--- src/rtl/gayle_sector_feeder.sv ---
// Host-side sector transfer engine between the host word port and the Gayle sector FIFO.
// Optional feature: define GAYLE_SECTOR_SUM_EN to build the per-sector 16-bit checksum.
module gayle_sector_feeder #(
  parameter int MAX_AHEAD = 2
) (
  input  logic        clk,
  input  logic        reset_n,
  input  logic        clk7_en,
  input  logic        cmd_valid,
  input  logic        cmd_dir,
  input  logic [7:0]  cmd_sectors,
  input  logic        abort,
  input  logic [15:0] h_wdata,
  input  logic        h_wr,
  output logic        h_ready,
  output logic [15:0] h_rdata,
  output logic        h_rvalid,
  input  logic        h_rd,
  output logic [15:0] fifo_din,
  output logic        fifo_fast_wr,
  output logic        fifo_fast_rd,
  input  logic [15:0] fifo_dout,
  input  logic        fifo_full,
  input  logic        fifo_last,
  output logic        busy,
  output logic        sector_irq,
  output logic        done,
  output logic [15:0] sum_out,
  output logic [2:0]  o_dbg_state
);

  // Handshake: a host word moves on a cycle where h_wr & h_ready (fill) or
  // h_rd & h_rvalid (drain); ready/valid never depend on the strobes.

  typedef enum logic [2:0] {
    S_IDLE       = 3'd0,
    S_FILL       = 3'd1,
    S_DRAIN_WAIT = 3'd2,
    S_DRAIN      = 3'd3,
    S_DRAIN_BUB  = 3'd4,
    S_FINISH     = 3'd5
  } state_t;

  localparam logic [3:0] LP_MAX_AHEAD = 4'(MAX_AHEAD);

  state_t      r_state;
  state_t      w_next_state;
  logic [8:0]  r_sec_left;
  logic [7:0]  r_word_cnt;
  logic [3:0]  r_pending;
  logic        r_irq;
  logic        r_done;

  logic        w_start;
  logic        w_fill_ready;
  logic        w_wr_fire;
  logic        w_rd_fire;
  logic        w_wrap;
  logic        w_pend_inc;
  logic        w_pend_dec;
  logic        w_unused;

  // clk7_en is not needed: fifo_last arrives already qualified.
  assign w_unused = clk7_en;

  assign w_start      = (r_state == S_IDLE) & cmd_valid & ~abort;
  assign w_fill_ready = (r_pending < LP_MAX_AHEAD) & (r_sec_left != 9'd0);
  assign w_wr_fire    = (r_state == S_FILL) & h_wr & w_fill_ready & ~abort;
  assign w_rd_fire    = (r_state == S_DRAIN) & h_rd & ~abort;
  assign w_wrap       = (w_wr_fire | w_rd_fire) & (r_word_cnt == 8'hFF);
  assign w_pend_inc   = w_wrap & (r_state == S_FILL);
  assign w_pend_dec   = fifo_last & (r_state == S_FILL) & (r_pending != 4'd0);

  always_ff @(posedge clk or negedge reset_n) begin
    if (!reset_n) begin
      r_state <= S_IDLE;
    end else begin
      r_state <= w_next_state;
    end
  end

  always_comb begin
    w_next_state = r_state;
    case (r_state)
      S_IDLE: begin
        if (cmd_valid) begin
          w_next_state = cmd_dir ? S_DRAIN_WAIT : S_FILL;
        end
      end
      S_FILL: begin
        if ((r_sec_left == 9'd0) && (r_pending == 4'd0)) begin
          w_next_state = S_FINISH;
        end
      end
      S_DRAIN_WAIT: begin
        if (fifo_full) begin
          w_next_state = S_DRAIN;
        end
      end
      S_DRAIN: begin
        if (w_rd_fire) begin
          if (w_wrap) begin
            w_next_state = (r_sec_left == 9'd1) ? S_FINISH : S_DRAIN_WAIT;
          end else begin
            w_next_state = S_DRAIN_BUB;
          end
        end
      end
      S_DRAIN_BUB: w_next_state = S_DRAIN;
      S_FINISH:    w_next_state = S_IDLE;
      default:     w_next_state = S_IDLE;
    endcase
    if (abort) begin
      w_next_state = S_IDLE;
    end
  end

  always_comb begin
    h_ready      = 1'b0;
    h_rvalid     = 1'b0;
    fifo_fast_wr = 1'b0;
    fifo_fast_rd = 1'b0;
    fifo_din     = 16'h0000;
    h_rdata      = fifo_dout;
    busy         = (r_state != S_IDLE);
    sector_irq   = r_irq;
    done         = r_done;
    o_dbg_state  = r_state;
    case (r_state)
      S_FILL: begin
        h_ready      = w_fill_ready;
        fifo_fast_wr = w_wr_fire;
        fifo_din     = w_wr_fire ? h_wdata : 16'h0000;
      end
      S_DRAIN: begin
        h_rvalid     = 1'b1;
        fifo_fast_rd = w_rd_fire;
      end
      default: ;
    endcase
  end

  always_ff @(posedge clk or negedge reset_n) begin
    if (!reset_n) begin
      r_sec_left <= 9'd0;
      r_word_cnt <= 8'd0;
      r_pending  <= 4'd0;
      r_irq      <= 1'b0;
      r_done     <= 1'b0;
    end else if (abort) begin
      r_word_cnt <= 8'd0;
      r_pending  <= 4'd0;
      r_irq      <= 1'b0;
    end else if (w_start) begin
      r_sec_left <= (cmd_sectors == 8'd0) ? 9'd256 : {1'b0, cmd_sectors};
      r_word_cnt <= 8'd0;
      r_pending  <= 4'd0;
      r_irq      <= 1'b0;
      r_done     <= 1'b0;
    end else begin
      r_irq <= w_wrap;
      if (w_wr_fire || w_rd_fire) begin
        r_word_cnt <= r_word_cnt + 8'd1;
      end
      if (w_wrap) begin
        r_sec_left <= r_sec_left - 9'd1;
      end
      // An Amiga-side sector completion cancels a simultaneous host-side one.
      if (w_pend_inc && !w_pend_dec) begin
        r_pending <= r_pending + 4'd1;
      end else if (w_pend_dec && !w_pend_inc) begin
        r_pending <= r_pending - 4'd1;
      end
      if (r_state == S_FINISH) begin
        r_done <= 1'b1;
      end
    end
  end

`ifdef GAYLE_SECTOR_SUM_EN
  logic [15:0] r_acc;
  logic [15:0] r_sum;
  logic [15:0] w_word;

  assign w_word  = (r_state == S_FILL) ? h_wdata : fifo_dout;
  assign sum_out = r_sum;

  always_ff @(posedge clk or negedge reset_n) begin
    if (!reset_n) begin
      r_acc <= 16'h0000;
      r_sum <= 16'h0000;
    end else if (abort || w_start) begin
      r_acc <= 16'h0000;
    end else if (w_wr_fire || w_rd_fire) begin
      if (w_wrap) begin
        r_sum <= r_acc + w_word;
        r_acc <= 16'h0000;
      end else begin
        r_acc <= r_acc + w_word;
      end
    end
  end
`else
  assign sum_out = 16'h0000;
`endif

endmodule

--- config.mk ---
export PLATFORM = sky130hd
export DESIGN_NAME = gayle_sector_feeder
export DESIGN_NICKNAME = d
export VERILOG_FILES = /design/src/rtl/gayle_sector_feeder.sv
export SDC_FILE = /design/constraint.sdc
export NUM_CORES = 1
export LEC_CHECK = 0
export CORE_MARGIN = 4
export CORE_UTILIZATION = 25
export DETAILED_ROUTE_END_ITERATION = 8
export PLACE_DENSITY_LB_ADDON = 0.1
export SLEW_MARGIN = 20
export SYNTH_ARGS = -nofsm -noshare
export SYNTH_HDL_FRONTEND = slang
export SYNTH_SLANG_ARGS = --single-unit
--- constraint.sdc ---
create_clock -name clk -period 4.4 [get_ports clk]
set_input_delay 0.88 -clock clk [delete_from_list [all_inputs] [get_ports clk]]
set_output_delay 0.88 -clock clk [all_outputs]
set_load 0.01 [all_outputs]
==> run summary <==
Asr flop ratio synth: 100.0%
Max-slew headroom: 43.46%
Commonest non-fill, non-tap cell in the layout: clkdlybuf4s50_1
RR Startpoint: r_sec_left[5]$_DFFE_PN0P_
Chip height: 101.3 um
CP max-delay cell: clkdlybuf4s50_1
Final hold violation count: 0
Worst min path class: reg2reg
Worst Min Path Start: r_word_cnt[5]$_DFFE_PN0P_
Post-Route Setup TNS: 0 ns
CP Class: in2reg
Yosys Warn Count: 0
Mapped Area: 0.002177 mm2
Clock Latency Late Sink: 0.27 ns
# port buffers: 58
Post-Synthesis Cells: 260
Post-synthesis register bit count: 26
Critical path launch point type: primary input
N_diodes: 0
DR vias: 1908
Fillers: 883
Worst VDD drop: 0.0001866 V
DP Wirelength: 4.388 mm
Final GP Congestion: 0.7521
Final setup vio count: 0
Place WS: 0.3288 ns
Final Cycle Share: 85.62%
Synthesis-to-finish area growth: 23.16%
Total GRT Usage: 11.14%
Post-CTS Hold Buffers: 0
Met3 Resource Use GR: 1.584%
Crit-path cells: clkdlybuf4s50_1 -> and2b_2 -> and3_2 -> a21o_2 -> and3_1 -> ha_1 -> inv_1 -> ha_1 -> a21o_1 -> a21oi_1 -> xnor2_1 -> or3_1 -> a21oi_1
Initial Util: 26.10%
Layout cell share with drive strength beyond 1: 7.823%
First-pass GRT wire length: 9.301 mm
Nets: 353
R2r setup slk: 0.95 ns
Post_cts resized: 0
Num rows: 33
Area leader, netlist: dfrtp_1
Synth unique cells: 51
H-tree Lvls: 1
First drt pass iteration count: 4
Setup ws final: 0.6327 ns
Root Buffer Master: clkbuf_8
Largest net degree at the start of global routing: 27
Total grt overflow: 0
Final min period: 3.767 ns
Die width: 101.3 um
WP data arrival: 3.97 ns
Gr busiest metal: met2
Max Fclk: 0.2654 GHz
Vias in the first global route: 1806
Antenna viol nets, final: 0
M2 GR Usage: 18.21%
M1 GR Usage: 15.65%
Clock Sinks: 26
RSZ-0062 raised after global routing: false
Routed len/inst: 14.20 um
Sequential area share after synthesis: 29.89%
Worst EP required: 4.60 ns
LEAKAGE: 1.153 nW
Worst Max-Slew Pin Slew: 0.8481 ns
Syn_area_per_cell: 8.373 um2
Clock skew: 0.002617 ns
Pins Over Slew Limit: 0
Worst setup EP type: flop
Max-cap violations: 0
Core area: 0.008341 mm2
Antenna violations before repair: 0
Slowest stage delay, CP: 0.61 ns
Status: complete, no violations
Die area: 0.01027 mm2
Remaining routing DRC violations: 0
I/O pin cnt: 108
Post-synth top area share: 29.89%
Final WL: 5.664 mm
CP Max Fanout: 16
Reg clk slew, reported paths: 0.10 ns
Top cells by area, synth: dfrtp_1, buf_4, buf_6
Commonest non-fill, non-tap cells in the layout: clkdlybuf4s50_1, dfrtp_1, nor2_1
Vias/cell: 4.782
Main synth FF type: dfrtp_1
Cts bufs inserted: 3
Pwr Density: 356.6 mW/mm2
Worst setup startpoint: abort
CP top delay family: simple AND/OR/NAND/NOR gates
Iter 0 DRT Violations: 40
EDFF count, synth: 0
CP bufs+invs: 2
TritonCTS clock tree: done
Max Root-Sink Buffers: 2
Setup Fix Bufs, Post-CTS: 0
## kinds of logic (layout without fill, tap and decap cells)
kind of cell    count (synthesis)  in the layout  synth area share, %
simple gates                  115            115                30.23
buf+inv                        54             73                17.64
compound gates                 49             49                14.08
flops                          26             26                29.88
fa+ha+maj                       9              9                5.402
xor+xnor                        3              3                1.207
mux                             3              3                1.379
other cells                     1             16               0.1722
## power by group
group | internal (mW) | switching, mW | total (mW)
Combinational | 0.185 | 0.194 | 0.379
Clock | 0.122 | 0.0812 | 0.203
Sequential | 0.290 | 0.0846 | 0.374
## cell type report
| type | instances | area (um2) | share of cell area, % |
|---|---|---|---|
| clock buffer | 3 | 41.29 | 1.540 |
| clock inverter | 1 | 30.03 | 1.120 |
| inverter | 9 | 33.78 | 1.260 |
| timing repair buffer | 60 | 595.6 | 22.21 |
| sequential | 26 | 650.6 | 24.27 |
| tap | 105 | 131.4 | 4.900 |
| multi-input combinational | 195 | 1199 | 44.70 |
## synth_stat cells, types with 2 or more instances
cell      count
a41o_1        2
nand3_1      10
nand3b_1      2
dfrtp_1      26
nor4_1        2
a21o_1        4
o211ai_1      2
and3_1       12
and2_1        4
ha_1          7
nand4_1       5
mux2i_1       3
a31oi_1       7
nor2_1       22
nand2_1      21
xor2_1        2
buf_6         8
or4_1         2
o21ai_0      10
clkbuf_1      4
nor3_1        8
or3_1         6
a21oi_1      15
buf_4        32
inv_1         9
and4_1        3
and3_2        8
## per-layer routing
layer	wire length (um)	share of wire (%)	vias to the layer above
li1	-	-	942
met3	450	7.9	4
met2	2535	45	75
met5	0	0	-
met4	23	0.41	0
met1	2654	47	887
## stage by stage
| step | utilization, % | hold WS [ns] | instance area [um2] | total power, mW | instances |
|---|---|---|---|---|---|
| final | 32.15 | 0.4783 | 2681 | 0.9560 | 399 |
| after global routing | 32.15 | 0.5005 | 2681 | 1.038 | 399 |
| after CTS | 32.15 | 0.4815 | 2681 | 0.9749 | 399 |
| after detailed placement | 31.29 | 0.4664 | 2610 | 0.7639 | 395 |
| after global placement | 31.29 | 0.4661 | 2610 | 0.7658 | 395 |
| after floorplan | - | 0.4410 | 2233 | 0.6470 | 275 |
## sequential cells by signal (all words and copies together), names as in the netlist
signal	cells
r_sec_left	9
o_dbg_state	3
r_pending	4
r_word_cnt	8
sector_irq	1
done	1
## worst reg2reg max path, stage by stage, from the launching register on
cell and delay, ns:
dfrtp_1 0.45, nor4_4 0.42, nand3_2 0.39, a21o_2 0.44, and3_1 0.22, ha_1 0.25, inv_1 0.10, ha_1 0.22
a21o_1 0.17, a21oi_1 0.17, xnor2_1 0.09, or3_1 0.31, a21oi_1 0.15
## path summary, 6_finish.rpt
path                                              to  cells after the start
max                         r_pending[3]$_DFFE_PN0P_                     13
max reg2reg                 r_pending[3]$_DFFE_PN0P_                     12
max in group asynchronous  r_sec_left[4]$_DFFE_PN0P_                      2
min                        r_word_cnt[5]$_DFFE_PN0P_                      1
min in group asynchronous  r_sec_left[6]$_DFFE_PN0P_                      2
min reg2reg                r_word_cnt[5]$_DFFE_PN0P_                      1
Power figures use the tool's default switching activity.
